--- src/rtl/fetch_queue.sv ---
// Instruction fetch front-end: owns the fetch PC, issues imem word reads,
// and buffers {pc, insn} pairs for decode; branch redirect flushes all.
module fetch_queue #(
  parameter logic [31:0] base_addr = 32'h80020000,
  parameter int unsigned DEPTH     = 4
) (
  input  logic        clock,
  input  logic        reset,
  output logic [31:0] imem_address,
  output logic [1:0]  imem_access_size,
  output logic        imem_rw,
  output logic        imem_enable,
  input  logic        imem_busy,
  input  logic [31:0] imem_data,
  input  logic        do_branch,
  input  logic [31:0] pc_effective,
  input  logic        stall,
  output logic [31:0] pc_out,
  output logic [31:0] insn_out,
  output logic        valid_out
);

  localparam int unsigned AW = (DEPTH > 1) ? $clog2(DEPTH) : 1;
  localparam int unsigned CW = AW + 1;
  localparam logic [CW-1:0] DEPTH_C = CW'(DEPTH);

  typedef struct packed {
    logic [31:0] pc;
    logic [31:0] insn;
  } entry_t;

  entry_t        mem_q [DEPTH];
  logic [31:0]   fetch_pc_q, fetch_pc_d;
  logic [AW-1:0] wr_ptr_q, wr_ptr_d;
  logic [AW-1:0] rd_ptr_q, rd_ptr_d;
  logic [CW-1:0] count_q, count_d;
  logic          inflight_q, inflight_d;
  logic [31:0]   inflight_pc_q, inflight_pc_d;
  logic          drop_q, drop_d;

  logic          accept;
  logic          push;
  logic          pop;
  logic [CW-1:0] credit;
  entry_t        head;

  // The in-flight slot is counted so a returning response always has room.
  assign credit           = count_q + CW'(inflight_q);
  assign imem_address     = fetch_pc_q;
  assign imem_access_size = 2'b00;
  assign imem_rw          = 1'b1;
  assign imem_enable      = !reset && !do_branch && (credit < DEPTH_C);
  assign accept           = imem_enable && !imem_busy;

  assign valid_out = !reset && (count_q != '0);
  assign head      = mem_q[rd_ptr_q];
  assign pc_out    = valid_out ? head.pc : '0;
  assign insn_out  = valid_out ? head.insn : '0;

  assign push = !reset && !do_branch && inflight_q && !drop_q;
  assign pop  = valid_out && !stall && !do_branch;

  always_comb begin
    fetch_pc_d    = fetch_pc_q;
    wr_ptr_d      = wr_ptr_q;
    rd_ptr_d      = rd_ptr_q;
    count_d       = count_q;
    inflight_d    = 1'b0;
    inflight_pc_d = inflight_pc_q;
    drop_d        = drop_q;
    if (reset) begin
      fetch_pc_d = base_addr;
      wr_ptr_d   = '0;
      rd_ptr_d   = '0;
      count_d    = '0;
      drop_d     = 1'b0;
    end else if (do_branch) begin
      fetch_pc_d = pc_effective;
      rd_ptr_d   = wr_ptr_q;
      count_d    = '0;
      drop_d     = 1'b1;
    end else begin
      if (accept) begin
        inflight_d    = 1'b1;
        inflight_pc_d = fetch_pc_q;
        drop_d        = 1'b0;
        fetch_pc_d    = fetch_pc_q + 32'd4;
      end
      if (push) begin
        wr_ptr_d = wr_ptr_q + 1'b1;
      end
      if (pop) begin
        rd_ptr_d = rd_ptr_q + 1'b1;
      end
      unique case ({push, pop})
        2'b10:   count_d = count_q + 1'b1;
        2'b01:   count_d = count_q - 1'b1;
        default: count_d = count_q;
      endcase
    end
  end

  always_ff @(posedge clock) begin
    fetch_pc_q    <= fetch_pc_d;
    wr_ptr_q      <= wr_ptr_d;
    rd_ptr_q      <= rd_ptr_d;
    count_q       <= count_d;
    inflight_q    <= inflight_d;
    inflight_pc_q <= inflight_pc_d;
    drop_q        <= drop_d;
  end

  always_ff @(posedge clock) begin
    if (push) begin
      mem_q[wr_ptr_q] <= entry_t'{pc: inflight_pc_q, insn: imem_data};
    end
  end

endmodule
--- config.mk ---
export PLATFORM = sky130hd
export DESIGN_NAME = fetch_queue
export DESIGN_NICKNAME = d
export VERILOG_FILES = /design/src/rtl/fetch_queue.sv
export SDC_FILE = /design/constraint.sdc
export NUM_CORES = 1
export LEC_CHECK = 0
export ABC_AREA = 1
export CAP_MARGIN = 20
export CORE_ASPECT_RATIO = 0.7
export CORE_MARGIN = 3
export CORE_UTILIZATION = 40
export CTS_CLUSTER_DIAMETER = 40
export DETAILED_ROUTE_END_ITERATION = 8
export GPL_TIMING_DRIVEN = 1
export PLACE_DENSITY = 0.7
export SYNTH_ARGS = -nofsm -noshare
export SYNTH_HDL_FRONTEND = slang
export SYNTH_SLANG_ARGS = --single-unit
export TNS_END_PERCENT = 100
--- constraint.sdc ---
create_clock -name clock -period 4.2 [get_ports clock]
set_input_delay 0.84 -clock clock [delete_from_list [all_inputs] [get_ports clock]]
set_output_delay 0.84 -clock clock [all_outputs]
set_load 0.005 [all_outputs]
* Word level (Yosys, flattened, before mapping)
Memory sizes are Yosys's and may differ from the RTL's. A register that Yosys moved wholly into a read port is not among the register bits.
Index checks and enable logic that the tools add are counted.
** Word-level totals
- RAM bits :: 256
- Register bits after elaboration :: 73
- Output and inout port bits :: 101
- Logic and storage cells :: 53
- Memories kept :: 1
- Input bits :: 69
** Memory list
- mem_q :: depth 4, width 64, read ports 1, clocked after memory_dff 1, wr ports 1, line 32 : entry_t mem_q [DEPTH];
** Operators by class
- Multiplexer cells :: 14
- Add/sub/neg operators :: 6
- Reductions and logical operators :: 20
- Order comparisons :: 1
- Bitwise logic cells :: 2
- Equal/unequal tests :: 2
** Operator list (number)
- 32-bit two-way mux :: 4
- 32-bit by 3-bit adder with 32-bit output, second input constant :: 1
- 1-bit logical AND :: 8
- 2-bit two-way mux :: 4
- 3-bit one-hot mux with 2 select lines :: 1
- 2-bit nonzero test :: 3
- 1-bit zero test :: 5
- 1-bit two-way mux :: 5
- 2-bit by 1-bit adder with 2-bit output, second input constant :: 2
- 3-bit by 1-bit adder with 3-bit output :: 1
- 3-bit by 1-bit adder with 3-bit output, second input constant :: 1
- 3-bit less-than comparator, second input constant :: 1
- 3-bit AND reduction :: 1
- 3-bit nonzero test :: 1
- 3-bit by 1-bit subtractor with 3-bit output, second input constant :: 1
- 2-bit by 1-bit equality test with 1-bit output, second input constant :: 1
- 2-bit equality test, second input constant :: 1
- 1-bit NOT :: 2
- 2-bit AND reduction :: 1
- 2-bit OR reduction :: 1

* Depth between registers and ports, before layout
- Word-level depth :: 8
- Mapped depth :: 12
- Mapped depth without buffers :: 12

* Least setup slack after synthesis
No wires, ideal clock.
- Path kind :: input-to-reg
- Start point :: in do_branch
- End point :: mem mem_q[0][0] (netlist bit) (enable)
- Data required time :: 3.713 ns
- Slack :: -0.335 ns
- Path buffers :: 0
- Stages on the path :: 5
- Library setup time :: 0.487 ns
- Arrival :: 4.048 ns
- Path through :: nor2_2 -> nand2_1 -> nor2_1 -> clkinv_1 -> nor2_1
** On the way
- Cells in the longest elaborated chain, start to end :: 6
** RTL lines
- start, declared :: line 15 : input logic do_branch,
- 1-bit zero test :: line 60 : assign push = !reset && !do_branch && inflight_q && !drop_q;
- 1-bit logical AND (3 in a row) :: line 60
- 1-bit two-way mux :: line 114 : if (push) begin
- 1-bit two-way mux (not written as such) :: line 115 : mem_q[wr_ptr_q] <= entry_t'{pc: inflight_pc_q, insn: imem_data};
- end, declared :: line 32
Every way passes these cells.

* Worst setup path in the final report
- Start point :: in reset
- End point :: out pc_out[15]
** On the way
- Cells in the longest elaborated chain, start to end :: 3
** RTL lines
- start, declared :: line 8 : input logic reset,
- 1-bit zero test :: line 55 : assign valid_out = !reset && (count_q != '0);
- 1-bit logical AND :: line 55
- 32-bit two-way mux :: line 57 : assign pc_out = valid_out ? head.pc : '0;
- end, declared :: line 18 : output logic [31:0] pc_out,
Every way passes these cells.

==> reports/summary.txt <==
F_max - 277 MHz
Register area share after synthesis - 0.693
Clk_skew - 0.0110 ns
Int Power - 5.84 mW
Yosys reg bits - 331
H-tree levels - 2
Die H - 161 um
Global-route wire length before repair - 50800 um
Total of max-cap violations - 0
Sw Pwr - 1.63 mW
IO buf count - 166
CP most frequent cell - clkdlybuf4s50_1
Netlist cell types - 35
Initial antenna violation count - 2
Met1 wire length - 15200 um
Placed Instances - 1819
R2R Path End - count_q[2]
Clock Pin Slew Worst Setup and Hold Paths - 0.05 ns
Die X - 227 um
Outcome - completed
Core area - 33600 sq um
CP Capture Type - primary output
Gr usage total - 0.178
Final number of setup-violating endpoints - 0
Min-Delay Startpoint - imem_address[1]
Required @ worst endpoint - 3.36 ns
Synth warn - 0
Hpwl dp - 19200 um
Routed wl met3 - 2450 um
Number of CTS-inserted buffers - 40
FP Rows - 56
# resized after CTS - 0
R2R Setup Slk - 1.88 ns
Area delta synth->final - 25.2%
Worst path max stage delay - 0.58 ns
RSZ-0062 raised after global routing - false
Switch share - 0.218
Syn Inst Count - 1266
LEAKAGE - 5.93 nW
Clock network fraction of total power - 0.462
Setup crit start kind - primary input
Buf/Inv on CP - 4
Clock root buffer - clkbuf_16
CTS sink cnt - 331
Avg Cell Area, Syn - 10.8 sq um
Clk_lat worst skew - 0.53 ns
Final Hold Fails - 0
Diodes inserted - 0
Antenna Violating Nets Remaining - 0
Drt pass-1 iters - 5
Total area of sequential cells - 9510 sq um
Rel. slew slack - 0.429
Gpl congestion - 0.878
CP Class - primary input to primary output
Vias in the first global route - 9126
Final nets - 1502
Vias - 9632
IO Count - 170
Worst min path class - register to register
Critical Path Fanout Max - 65
Hold Slack - 0.474 ns
Master of the slowest instance on the critical path - clkdlybuf4s50_1
Starting DRT DRC Count - 902
Metal2 WL - 14700 um
Routed len/inst - 17.3 um
Footprint of the multi-input gates - 3710 sq um
Max Used Layer - met5
TritonCTS clock tree - yes
Fin crit share - 0.858
Reg-to-reg critical path startpoint - count_q[1]
Worst-Margin Slew - 0.857 ns
Seq pwr share - 0.490
Largest net degree at the start of global routing - 129
Max-slew violations - 0
Post-Route WL - 32800 um
Pwr Density - 435 nW/um^2
Hold Path Depth - 0
Area of the die - 36600 sq um
# Post-CTS Setup Buffers - 0
WP data arrival - 2.76 ns
Fill cells - 2973
Crit path cell chain - clkdlybuf4s50_1 > a21oi_2 > inv_2 > buf_12 > a21oi_1 > clkdlybuf4s50_1
Peak VDD IR - 0.226 mV
Largest delay contributor family on the critical path - buffers and inverters
Post-layout minimum cycle time - 3.60 ns
Via-per-instance ratio - 5.09
Initial Util - 0.408
Gr ovfl total - 0
Fin cells - 1893
Crit. Startpoint - reset
Combinational power share - 0.048
Hold buffers post-CTS - 0
Clock Tree Buf Depth - 3
Reg2Reg Depth - 11
Mapped Area - 13700 sq um
Remaining DRCs - 0
Hold endpoint - inflight_pc_q[1]
Layout cells sized above 1 - 0.0761
## how the worst max path moves through the flow
stage	to	slack [ns]	cells after the start
floorplan	mem_q[0][0]	-0.33	5
global placement	count_q[2]	0.65	12
detailed placement	count_q[2]	0.61	13
CTS	pc_out[15]	0.70	6
global route	pc_out[15]	0.58	6
finish	pc_out[15]	0.60	6
## placed cells by master (no fill, tap or decap), drive strengths merged
cell	netlist	layout
nor2	323	323
edfxtp	288	288
clkdlybuf4s50	0	166
nand2	164	164
o21ai	143	143
a21oi	94	94
inv	58	67
clkbuf	21	48
dfxtp	43	43
nand3	40	40
buf	44	16
clkinv	2	13
nand3b	8	8
xor2	6	6
ha	6	6
o21bai	4	4
nor3	4	4
bufinv	0	4
nand4	4	4
xnor2	3	3
a21boi	3	3
a22oi	3	3
conb	2	3
clkinvlp	0	2
or2	1	1
nor3b	1	1
fa	1	1
## flip-flops by register name, indices dropped and copies added, names as in the netlist, named ones only
name and cells:
drop_q 1, inflight_pc_q 32, rd_ptr_q 2, imem_address 32, inflight_q 1, count_q 3, wr_ptr_q 2, mem_q 256
## through the flow
step	power [mW]	setup slack [ns]	TNS [ns]	utilization	area [sq um]
floorplan	3.90	-0.335	-85.65	-	13700
global placement	4.09	0.655	0	0.471	15800
detailed placement	4.09	0.611	0	0.471	15800
CTS	7.57	0.705	0	0.511	17200
global route	7.77	0.582	0	0.511	17200
finish	7.48	0.595	0	0.511	17200
## power by group through the flow
stage / clock network, mW / logic, mW / registers (mW)
after floorplan: 0 / 0.188 / 3.71
after CTS: 3.54 / 0.362 / 3.66
after detailed placement: 0 / 0.359 / 3.73
after global placement: 0 / 0.353 / 3.73
after global routing: 3.70 / 0.403 / 3.67
final: 3.45 / 0.359 / 3.67
## layout make-up
cell class              count  area share
well taps                 435      0.0317
multi-input cells         811       0.216
inverters                  60      0.0132
flip-flops and latches    331       0.554
clock inverters            26      0.0168
clock buffers              48      0.0613
repair buffers            182       0.107
## Yosys cell counts (all sizes together)
cell	count	area, sq um
a21boi	3	22.5
a21oi	94	482
a22oi	3	22.5
buf	44	233
clkbuf	21	78.8
clkinv	2	7.51
conb	2	7.51
dfxtp	43	861
edfxtp	288	8650
fa	1	20.0
ha	6	75.1
inv	58	218
nand2	164	626
nand3	40	215
nand3b	8	60.1
nand4	4	31.3
nor2	323	1250
nor3	4	20.0
nor3b	1	12.5
o21ai	143	716
o21bai	4	30.0
or2	1	6.26
xnor2	3	26.3
xor2	6	52.6
## layer usage
| layer | vias up | GRT usage |
|---|---|---|
| li1 | 4660 | - |
| met1 | 4597 | 0.258 |
| met5 | - | 0 |
| met3 | 41 | 0.0444 |
| met2 | 330 | 0.274 |
| met4 | 4 | 0.0385 |
## cells by family after synthesis
kind of cell / after synthesis / synth area share
adders and majority gates: 7 / 0.00693
and+or+nand+nor: 545 / 0.162
DFF: 331 / 0.693
other: 2 / 0.000547
xor gates and xnor gates: 9 / 0.00575
AOI/OAI and AO/OA: 247 / 0.0928
buffers and inverters: 125 / 0.0391
Note: power is estimated with default switching activity, not from simulation.
